<file path="src/rtl/fpu_mantissa_multiplier.sv">
// Three-stage unsigned 24x24 -> 48-bit significand multiplier for the FP multiply path.
// Two 27x18 multiply-accumulate steps (low then high partial); a tag rides along with each operation.
module fpu_mantissa_multiplier #(
  parameter int TAG_WIDTH = 8
) (
  input  logic                 clk,
  input  logic                 rst,
  input  logic                 in_valid,
  output logic                 in_ready,
  input  logic [23:0]          in_a,
  input  logic [23:0]          in_b,
  input  logic [TAG_WIDTH-1:0] in_tag,
  output logic                 out_valid,
  input  logic                 out_ready,
  output logic [47:0]          out_product,
  output logic                 out_msb,
  output logic [TAG_WIDTH-1:0] out_tag
);

  // Handshake: a transfer happens on a rising edge where valid && ready on that side.
  // The producer holds valid and data until the transfer. in_ready depends only on
  // out_ready and the stage valid bits, never on in_valid.

  logic                 s1_valid;
  logic                 s2_valid;
  logic                 s3_valid;
  logic                 load1;
  logic                 load2;
  logic                 load3;

  logic [23:0]          s1_a;
  logic [23:0]          s1_b;
  logic [TAG_WIDTH-1:0] s1_tag;

  logic [40:0]          s2_p_lo;
  logic [23:0]          s2_a;
  logic [6:0]           s2_b_hi;
  logic [TAG_WIDTH-1:0] s2_tag;

  logic [47:0]          s3_product;
  logic [TAG_WIDTH-1:0] s3_tag;

  logic [40:0]          p_lo_next;
  logic [30:0]          p_hi_next;

  // A stage advances when it is empty or its successor is advancing (bubble collapse).
  always_comb begin
    load3 = !s3_valid || out_ready;
    load2 = !s2_valid || load3;
    load1 = !s1_valid || load2;
  end

  assign in_ready = load1;

  // Both MAC operands are zero-extended, so the signed 27x18 DSP products are
  // exactly the unsigned products written here.
  assign p_lo_next = {17'b0, s1_a} * {24'b0, s1_b[16:0]};
  // The high step's true value is floor(a*b / 2^17) < 2^31, so 31 bits hold it exactly.
  assign p_hi_next = ({7'b0, s2_a} * {24'b0, s2_b_hi}) + {7'b0, s2_p_lo[40:17]};

  always_ff @(posedge clk) begin
    if (rst) begin
      s1_valid <= 1'b0;
      s2_valid <= 1'b0;
      s3_valid <= 1'b0;
    end else begin
      if (load1) s1_valid <= in_valid;
      if (load2) s2_valid <= s1_valid;
      if (load3) s3_valid <= s2_valid;
    end
  end

  // Data registers are left unreset; they only matter under their stage's valid bit.
  always_ff @(posedge clk) begin
    if (load1) begin
      s1_a   <= in_a;
      s1_b   <= in_b;
      s1_tag <= in_tag;
    end
    if (load2) begin
      s2_p_lo <= p_lo_next;
      s2_a    <= s1_a;
      s2_b_hi <= s1_b[23:17];
      s2_tag  <= s1_tag;
    end
    if (load3) begin
      s3_product <= {p_hi_next, s2_p_lo[16:0]};
      s3_tag     <= s2_tag;
    end
  end

  assign out_valid   = s3_valid;
  assign out_product = s3_product;
  assign out_msb     = s3_product[47];
  assign out_tag     = s3_tag;

endmodule

</file>
<file path="config.mk">
export PLATFORM = sky130hd
export DESIGN_NAME = fpu_mantissa_multiplier
export DESIGN_NICKNAME = d
export VERILOG_FILES = /design/src/rtl/fpu_mantissa_multiplier.sv
export SDC_FILE = /design/constraint.sdc
export NUM_CORES = 1
export LEC_CHECK = 0
export ABC_AREA = 0
export CAP_MARGIN = 40
export CORE_MARGIN = 1.5
export CORE_UTILIZATION = 52
export DETAILED_ROUTE_END_ITERATION = 8
export PLACE_DENSITY_LB_ADDON = 0.2
export SYNTH_ARGS = -nofsm -noshare
export SYNTH_HDL_FRONTEND = slang
export SYNTH_SLANG_ARGS = --single-unit
</file>
<file path="constraint.sdc">
create_clock -name clk -period 11.7 [get_ports clk]
set_input_delay 1.17 -clock clk [delete_from_list [all_inputs] [get_ports clk]]
set_output_delay 1.17 -clock clk [all_outputs]
set_load 0.02 [all_outputs]
</file>
==> impl_metrics.csv, run 1 <==
group,metric,value,unit
setup_path,crit_top_cell,"fa_1",
setup_path,critPathTopFamily,"adder cells",
setup_path,rrSetupSlack,4510,ps
setup_path,startpoint,"s1_b[4]",
timing,setup_viol,0,
yosys,async_flop_share,0,%
cts,path_clk_slew,100,ps
route,first_pass_iters,7,
cts,postCtsSetupBuffers,0,
setup_path,worstPathRequired,11940,ps
yosys,yosysWarningCount,0,
route,drc,0,
setup_path,start_kind,"register",
yosys,seq_area_frac_synth,23.52,%
yosys,synth_nets,3098,
route,wl,57.90,mm
floorplanning,coreArea,46750,µm²
global_routing,antenna_found_initial,0,
cts,clk_latency,510,ps
status,status,"finished, final reports clean",
yosys,ys.flop_type,"edfxtp_1",
timing,period_minus_slack,7186,ps
global_routing,grt_max_degree,56,
hold_path,min_path_type,"reg2reg",
yosys,synth_top_cell_by_area,"fa_1",
placement,portBuffers,118,
route,drt_first_iter_violations,974,
floorplanning,initial_core_util,52.97,%
cts,root_buffer,"clkbuf_16",
yosys,synth_top_area_share,37.34,%
setup_path,reg2reg_to,"s2_p_lo[30]",
floorplanning,die_w,221.2,µm
timing,max_slew_margin,31.40,%
placement,dp_hpwl,45.33,mm
finish,nNetsFinal,3172,
yosys,synthAdderAreaFrac,45.73,%
timing,tns,0,ps
setup_path,crit_path_cell_trace,"nand2_1 -> fa_1 -> inv_1 -> fa_1 -> inv_1 -> fa_1 -> inv_1 -> fa_1 -> fa_1 -> inv_1 -> fa_1 -> inv_1 -> ha_1 -> nand4_1 -> a2111oi_2 -> o21ai_0 -> a311oi_2 -> a41o_1 -> a221o_1 -> a21oi_2 -> xnor2_1",
cts,clock_path_buffers,2,
setup_path,path_depth,21,
cts,cts_max_level,4,
setup_path,cpPeakStageDelay,1040,ps
yosys,synth_top_family_by_area,"adder cells",
cts,numCtsBuffers,17,
finish,drive_gt1_share,2.803,%
setup_path,crit_arrival,7420,ps
timing,max_freq,139.2,MHz
setup_path,r2r_start,"s1_b[4]",
yosys,syn_area_per_cell,10.28,µm²
route,routedWlPerCell,18.65,µm
cts,cts-resized-gates,0,
timing,hold_violations,0,
run,maxCapViolations,0,
floorplanning,dieArea,48950,µm²
global_routing,grt_first_pass_wirelength,94.96,mm
timing,rsz0062_at_grt,"no",
setup_path,crit_buf_inv,5,
global_routing,grt.overflow.total,0,
route,antenna_left,0,
setup_path,reg2reg_depth,21,
cts,cts_tree,"yes",
timing,clock_skew,31.38,ps
yosys,synth_xor_area_share,2.157,%
timing,finalCritPeriodShare,61.41,%
finish,final_common_cell,"inv_1",
timing,worst_pin_slew,1029,ps
yosys,synth-compound-area-share,5.006,%
hold_path,min_from,"s2_p_lo[4]",
global_routing,grtUsageTotal,24.95,%
setup_path,crit_end,"s2_p_lo[30]",
placement,gp_congestion,0.9066,
finish,antenna-diode-count,0,
timing,slew_violations,0,
setup_path,worst-setup-path-type,"reg2reg",
yosys,ys_seq_elements,195,
floorplanning,num_rows,79,
finish,area.growth.synth_to_final,10.28,%
setup_path,crit_path_max_fanout,24,
floorplanning,pin_count,119,
finish,final_cell_mix,"533 x inv_1, 462 x fa_1, 363 x nand2_1",
route,via_count,16520,
hold_path,whs_path_depth,0,
floorplanning,chipHeight,221.2,µm
route,viasPerCell,5.322,
yosys,netlist_instances,2410,
yosys,yosys.area_share.simple,14.12,%
cts,clkSinkCount,195,
yosys,ys_types,60,
yosys,synth_edf_count,192,
yosys,netlist_area,24770,µm²
yosys,synth_mux_area_share,0,%
yosys,synth.area.top_cells,"fa_1 37%, edfxtp_1 23%, ha_1 8.4%",
timing,holdWs,420.0,ps
cts,cts_hold_buf,0,
setup_path,end_kind,"register",
setup_path,slowest_stage,"edfxtp_1",
global_routing,grt_pass1_vias,17824,
## area by class of cell
class                      instances  area, µm²
clock buffer                      18      429.2
clock inverter                    14      182.7
fill                            3984      19440
inverter                         535       2009
multi-input combinational       1597      16600
sequential                       195       5826
tap                              607      759.5
timing repair buffer             138       1501
## worst reg2reg max path, delay by kind of cell, from the launching register on
kind | cells | cell delay (ps)
and+or+nand+nor | 2 | 320
DFF | 1 | 1040
xor gates and xnor gates | 1 | 120
AOI/OAI and AO/OA | 6 | 1750
buffers and inverters | 5 | 260
adders and majority gates | 7 | 3410
## cell usage after synthesis, types with 3 or more instances
master     count
a211oi_1       6
a21o_1        25
a21oi_1       59
a31oi_1        7
and2_1       253
and3_1         9
clkbuf_1      77
clkbuf_2       3
dfxtp_1        3
edfxtp_1     192
fa_1         462
ha_1         166
inv_1        535
nand2_1      364
nand2b_1       8
nand3_1       15
nand4_1        3
nor2_1        39
nor2b_1       12
nor3_1        12
o2111ai_1      4
o211ai_1       7
o21a_1         7
o21ai_0       28
o21ai_1        3
o21bai_1       4
o31ai_1        4
xnor2_1       38
xor2_1        23
## worst min-delay path by stage
stage,to
finish,out_product[4]
global route,out_product[4]
CTS,out_product[4]
detailed placement,out_tag[1]
global placement,s2_tag[5]
floorplan,out_product[0]
## flip-flops by register name (all words and copies together), names as in the netlist
name / count
s1_b: 24
s1_tag: 8
s2_a: 24
s2_valid: 1
s1_valid: 1
s2_p_lo: 41
out_tag: 8
s2_b_hi: 7
out_valid: 1
s1_a: 24
out_product: 48
s2_tag: 8
## routing by layer
metal | global-route usage (%) | vias up | wire (µm) | part of all wire, %
met4 | 8.676 | 0 | 1425 | 2.5
li1 | - | 7474 | - | -
met5 | 0 | - | 0 | 0
met2 | 39.86 | 607 | 26790 | 46
met3 | 3.917 | 81 | 3876 | 6.7
met1 | 34.88 | 8358 | 25810 | 45
## cell families after synthesis
family,count (synthesis)
adder cells (fa/ha/maj),628
XOR/XNOR,61
flip-flops,195
AO/OA/AOI/OAI,184
AND/OR/NAND/NOR,724
buffers and inverters,618
## stage by stage
| stage | std cells | cell area (µm²) | util (%) | setup slack, ps |
|---|---|---|---|---|
| 6_report | 3104 | 27310 | 58.42 | 4514 |
| 3_3_place_gp | 3061 | 26450 | 56.57 | 4543 |
| 4_1_cts | 3103 | 27280 | 58.36 | 4530 |
| 3_5_place_dp | 3071 | 26670 | 57.05 | 4577 |
| 5_1_grt | 3104 | 27310 | 58.42 | 4159 |
| 2_1_floorplan | 2410 | 24770 | - | 5451 |
Power of run 1 is left out: the tool's default activity adds up to more than one toggle a clock period on the data nets, which glitch-free logic cannot reach.
==> run 2: changes to the inputs <==
==> constraint.sdc (replaced) <==
create_clock -name clk -period 6.7 [get_ports clk]
set_input_delay 0.67 -clock clk [delete_from_list [all_inputs] [get_ports clk]]
set_output_delay 0.67 -clock clk [all_outputs]
set_load 0.02 [all_outputs]
==> impl_metrics.csv, run 2 (synthesis gave the netlist of run 1 again) <==
group,metric,value,unit
cts,numCtsBuffers,17,
timing,fin_ws,242.8,ps
route,via_count,16861,
placement,post-place-ws,44.51,ps
placement,gp_congestion,0.9095,
cts,root_buffer,"clkbuf_16",
cts,path_clk_slew,90,ps
finish,largest_register_ffs,48,
setup_path,start_kind,"register",
setup_path,reg2reg_to,"s2_p_lo[30]",
hold_path,min_path_type,"reg2reg",
finish,final_core_util,60.15,%
global_routing,grt_first_pass_wirelength,94.56,mm
global_routing,antenna_found_initial,3,
setup_path,worstPathRequired,6950,ps
global_routing,grt_max_degree,59,
route,wl,58.70,mm
floorplanning,dieArea,48950,µm²
setup_path,rrSetupSlack,240,ps
global_routing,top_usage_layer,"met2",
setup_path,startpoint,"s1_a[8]",
route,drt_first_iter_violations,896,
cts,cts_tree,"yes",
floorplanning,pin_count,119,
timing,max_freq,154.9,MHz
finish,area.growth.synth_to_final,13.55,%
setup_path,crit_arrival,6710,ps
timing,hold_violations,0,
timing,slew_violations,0,
timing,max_slew_margin,39.23,%
finish,nNetsFinal,3263,
route,viasPerCell,5.276,
finish,final_cell_mix,"533 x inv_1, 462 x fa_1, 363 x nand2_1",
timing,finalCritPeriodShare,96.38,%
placement,dp_hpwl,47.69,mm
timing,holdWs,418.6,ps
route,drc,0,
hold_path,whs_path_depth,0,
global_routing,grtUsageTotal,25.07,%
timing,worst_pin_slew,911.5,ps
setup_path,reg2reg_depth,20,
finish,final_common_cell,"inv_1",
status,status,"finished, final reports clean",
finish,drive_gt1_share,6.414,%
global_routing,grt_pass1_vias,17654,
floorplanning,chipHeight,221.2,µm
global_routing,use_met1,34.03,%
run,maxCapViolations,0,
setup_path,end_kind,"register",
route,antenna_left,0,
timing,setup_viol,0,
global_routing,grt.overflow.total,0,
setup_path,worst-setup-path-type,"reg2reg",
cts,clkSinkCount,195,
route,first_pass_iters,5,
global_routing,grt_util_met3,5.325,%
route,routedWlPerCell,18.37,µm
floorplanning,num_rows,79,
setup_path,crit_end,"s2_p_lo[30]",
floorplanning,initial_core_util,52.97,%
cts,clk_latency,510,ps
setup_path,r2r_start,"s1_a[8]",
floorplanning,coreArea,46750,µm²
timing,period_minus_slack,6457,ps
global_routing,use_met2,41.07,%
timing,clock_skew,19.72,ps
floorplanning,die_w,221.2,µm
cts,cts_max_level,4,
cts,clock_path_buffers,2,
setup_path,crit_path_max_fanout,7,
placement,portBuffers,118,
==> run 2: cell count changes in the layout (fill, tap and decap cells not counted), sizes merged <==
cell | before | now
buf | 20 | 109
clkinv | 8 | 7
clkinvlp | 2 | 0
diode | 0 | 1
dlymetal6s2s | 0 | 1
inv | 539 | 543
==> run 2: stage by stage <==
| stage | std cells | TNS [ps] | cell area, µm² |
|---|---|---|---|
| global placement | 3133 | 0 | 27060 |
| floorplan | 2410 | 0 | 24770 |
| detailed placement | 3135 | 0 | 27120 |
| CTS | 3168 | 0 | 27810 |
| global route | 3195 | -36.51 | 28120 |
| finish | 3196 | 0 | 28120 |
==> run 2: worst min path at each step <==
stage | endpoint | slack (ps) | from
3_5_place_dp | out_product[5] | 400 | s2_p_lo[5]
4_1_cts | out_product[5] | 420 | s2_p_lo[5]
3_3_place_gp | s2_tag[5] | 400 | s1_tag[5]
5_1_grt | out_product[5] | 430 | s2_p_lo[5]
6_report | out_product[5] | 420 | s2_p_lo[5]
2_1_floorplan | out_product[0] | 400 | s2_p_lo[0]
==> run 2: layout make-up <==
| type | instances | area (µm²) |
|---|---|---|
| Sequential cell | 195 | 5826 |
| Clock buffer | 17 | 425.4 |
| Clock inverter | 15 | 246.5 |
| Antenna cell | 1 | 2.502 |
| Timing Repair Buffer | 229 | 2207 |
| Fill cell | 3884 | 18630 |
| Inverter | 535 | 2009 |
| Multi-Input combinational cell | 1597 | 16650 |
| Tap cell | 607 | 759.5 |
==> run 2: what timing repair did <==
action,CTS,global route
endpoints found under the hold margin,0,0
hold buffers,0,0
pin swaps,0,2
setup buffers,1,27
endpoints found under the setup margin,1,11
resized for setup,0,7
==> run 2: layer usage <==
metal  share of wire [%]  vias up
met5               0.024        -
met2                  47      503
met1                  44     8637
met4                 1.7        2
li1                    -     7659
met3                 7.1       60
==> run 2: worst max-delay path, cell delays in order, from the launching register on <==
cell	delay [ps]
edfxtp_1	580
and2_1	240
fa_1	540
inv_1	50
fa_1	470
fa_1	520
inv_1	50
fa_1	480
fa_1	520
inv_1	50
fa_1	470
inv_1	40
ha_1	370
nand4_1	160
a2111oi_4	430
o21ai_0	220
a311oi_2	350
a41o_1	280
a221o_1	190
a21oi_2	60
xnor2_1	130
Power of run 2 is left out for the same reason.
==> run 3: changes to the inputs <==
--- a/config.mk
+++ b/config.mk
@@ -10,6 +10,7 @@
 export CORE_MARGIN = 1.5
 export CORE_UTILIZATION = 52
 export DETAILED_ROUTE_END_ITERATION = 8
+export DONT_BUFFER_PORTS = 1
 export PLACE_DENSITY_LB_ADDON = 0.2
 export SYNTH_ARGS = -nofsm -noshare
 export SYNTH_HDL_FRONTEND = slang
==> impl_metrics.csv, run 3 (synthesis gave the netlist of run 1 again) <==
group,metric,value,unit
placement,gp_congestion,0.9083,
placement,dp_hpwl,47.88,mm
global_routing,grt_pass1_vias,17490,
cts,numCtsBuffers,17,
cts,path_clk_slew,90,ps
setup_path,crit_end,"s2_p_lo[30]",
hold_path,min_path_type,"in2reg",
setup_path,worstPathRequired,6960,ps
setup_path,startpoint,"s1_a[10]",
timing,max_slew_margin,37.37,%
route,routedWlPerCell,19.06,µm
setup_path,end_kind,"register",
cts,clkSinkCount,195,
placement,portBuffers,0,
finish,nNetsFinal,3135,
setup_path,reg2reg_depth,22,
finish,final_common_cell,"inv_1",
global_routing,grt_max_degree,60,
timing,worst_pin_slew,939.4,ps
setup_path,reg2reg_to,"s2_p_lo[30]",
timing,tns,0,ps
setup_path,crit_path_max_fanout,12,
setup_path,r2r_start,"s1_a[10]",
timing,hold_violations,0,
global_routing,grt.overflow.total,0,
floorplanning,die_w,221.2,µm
route,viasPerCell,5.354,
finish,final_cell_mix,"533 x inv_1, 462 x fa_1, 363 x nand2_1",
setup_path,crit_arrival,6780,ps
cts,clock_path_buffers,2,
floorplanning,initial_core_util,52.97,%
global_routing,grtUsageTotal,25.07,%
floorplanning,coreArea,46750,µm²
route,wl,58.52,mm
finish,area.growth.synth_to_final,8.381,%
timing,max_freq,153.4,MHz
global_routing,antenna_found_initial,6,
timing,finalCritPeriodShare,97.30,%
timing,rsz0062_at_grt,"no",
floorplanning,dieArea,48950,µm²
run,maxCapViolations,0,
route,antenna_left,0,
floorplanning,chipHeight,221.2,µm
route,first_pass_iters,6,
route,via_count,16437,
setup_path,worst-setup-path-type,"reg2reg",
route,drt_first_iter_violations,917,
cts,cts_tree,"yes",
status,status,"finished, final reports clean",
setup_path,rrSetupSlack,180,ps
global_routing,grt_first_pass_wirelength,94.70,mm
route,drc,0,
timing,clock_skew,16.70,ps
finish,fill_cells,3949,
setup_path,start_kind,"register",
timing,setup_viol,0,
cts,clk_latency,520,ps
floorplanning,pin_count,119,
timing,period_minus_slack,6519,ps
finish,largest_register_ffs,48,
timing,slew_violations,0,
cts,root_buffer,"clkbuf_16",
floorplanning,num_rows,79,
finish,drive_gt1_share,6.667,%
cts,cts_max_level,4,
-- run 3: layout make-up --
cell class	count	area, µm²	area share, %
multi-input cells	1597	16710	62.24
flip-flops and latches	195	5826	21.70
inverters	535	2009	7.486
repair buffers	101	875.8	3.263
well taps	607	759.5	2.829
clock buffers	17	425.4	1.585
clock inverters	15	234.0	0.8716
diodes	3	7.507	0.02797
-- run 3: critical path, cell delays in order, from the launching register on --
cell	delay, ps
edfxtp_1	370
buf_4	180
buf_4	200
and2_1	170
fa_1	480
inv_1	50
fa_1	470
fa_1	530
inv_1	70
fa_1	500
fa_1	510
inv_1	60
fa_1	480
inv_1	40
ha_1	350
and3_1	220
o21a_1	170
a311oi_2	330
a311oi_2	200
a41o_1	320
a221o_1	370
a21oi_2	150
xnor2_1	80
-- run 3: worst min-delay path by stage --
stage | start | cells after the start | slack (ps) | end
after floorplan | s2_p_lo[0] | 0 | 400 | out_product[0]
after global placement | s1_tag[7] | 0 | 400 | s2_tag[7]
after detailed placement | s2_p_lo[15] | 0 | 400 | out_product[15]
after CTS | rst | 1 | 190 | out_valid
after global routing | rst | 1 | 200 | out_valid
final | rst | 1 | 220 | out_valid
-- run 3: timing repair --
item	4_1_cts	5_1_grt
resized for setup	0	20
setup buffers	0	19
endpoints found under the setup margin	0	12
hold buffers	0	0
-- run 3: through the flow --
step	area [µm²]	worst slack (ps)	cells	hold slack, ps	util [%]
2_1_floorplan	24770	451.5	2410	400.3	-
3_3_place_gp	25840	122.7	3014	400.9	55.26
3_5_place_dp	25880	40.59	3016	404.5	55.35
4_1_cts	26540	11.51	3048	188.1	56.76
5_1_grt	26840	9.526	3067	196.3	57.40
6_report	26840	181.1	3070	223.2	57.41
-- run 3: metal layers --
| layer | global-route usage, % | up-vias | share of wire, % |
|---|---|---|---|
| li1 | - | 7416 | - |
| met2 | 40.41 | 512 | 47 |
| met3 | 4.634 | 86 | 7.0 |
| met5 | 0 | - | 0.017 |
| met1 | 34.86 | 8421 | 44 |
| met4 | 7.253 | 2 | 2.0 |
Power of run 3 is left out for the same reason.
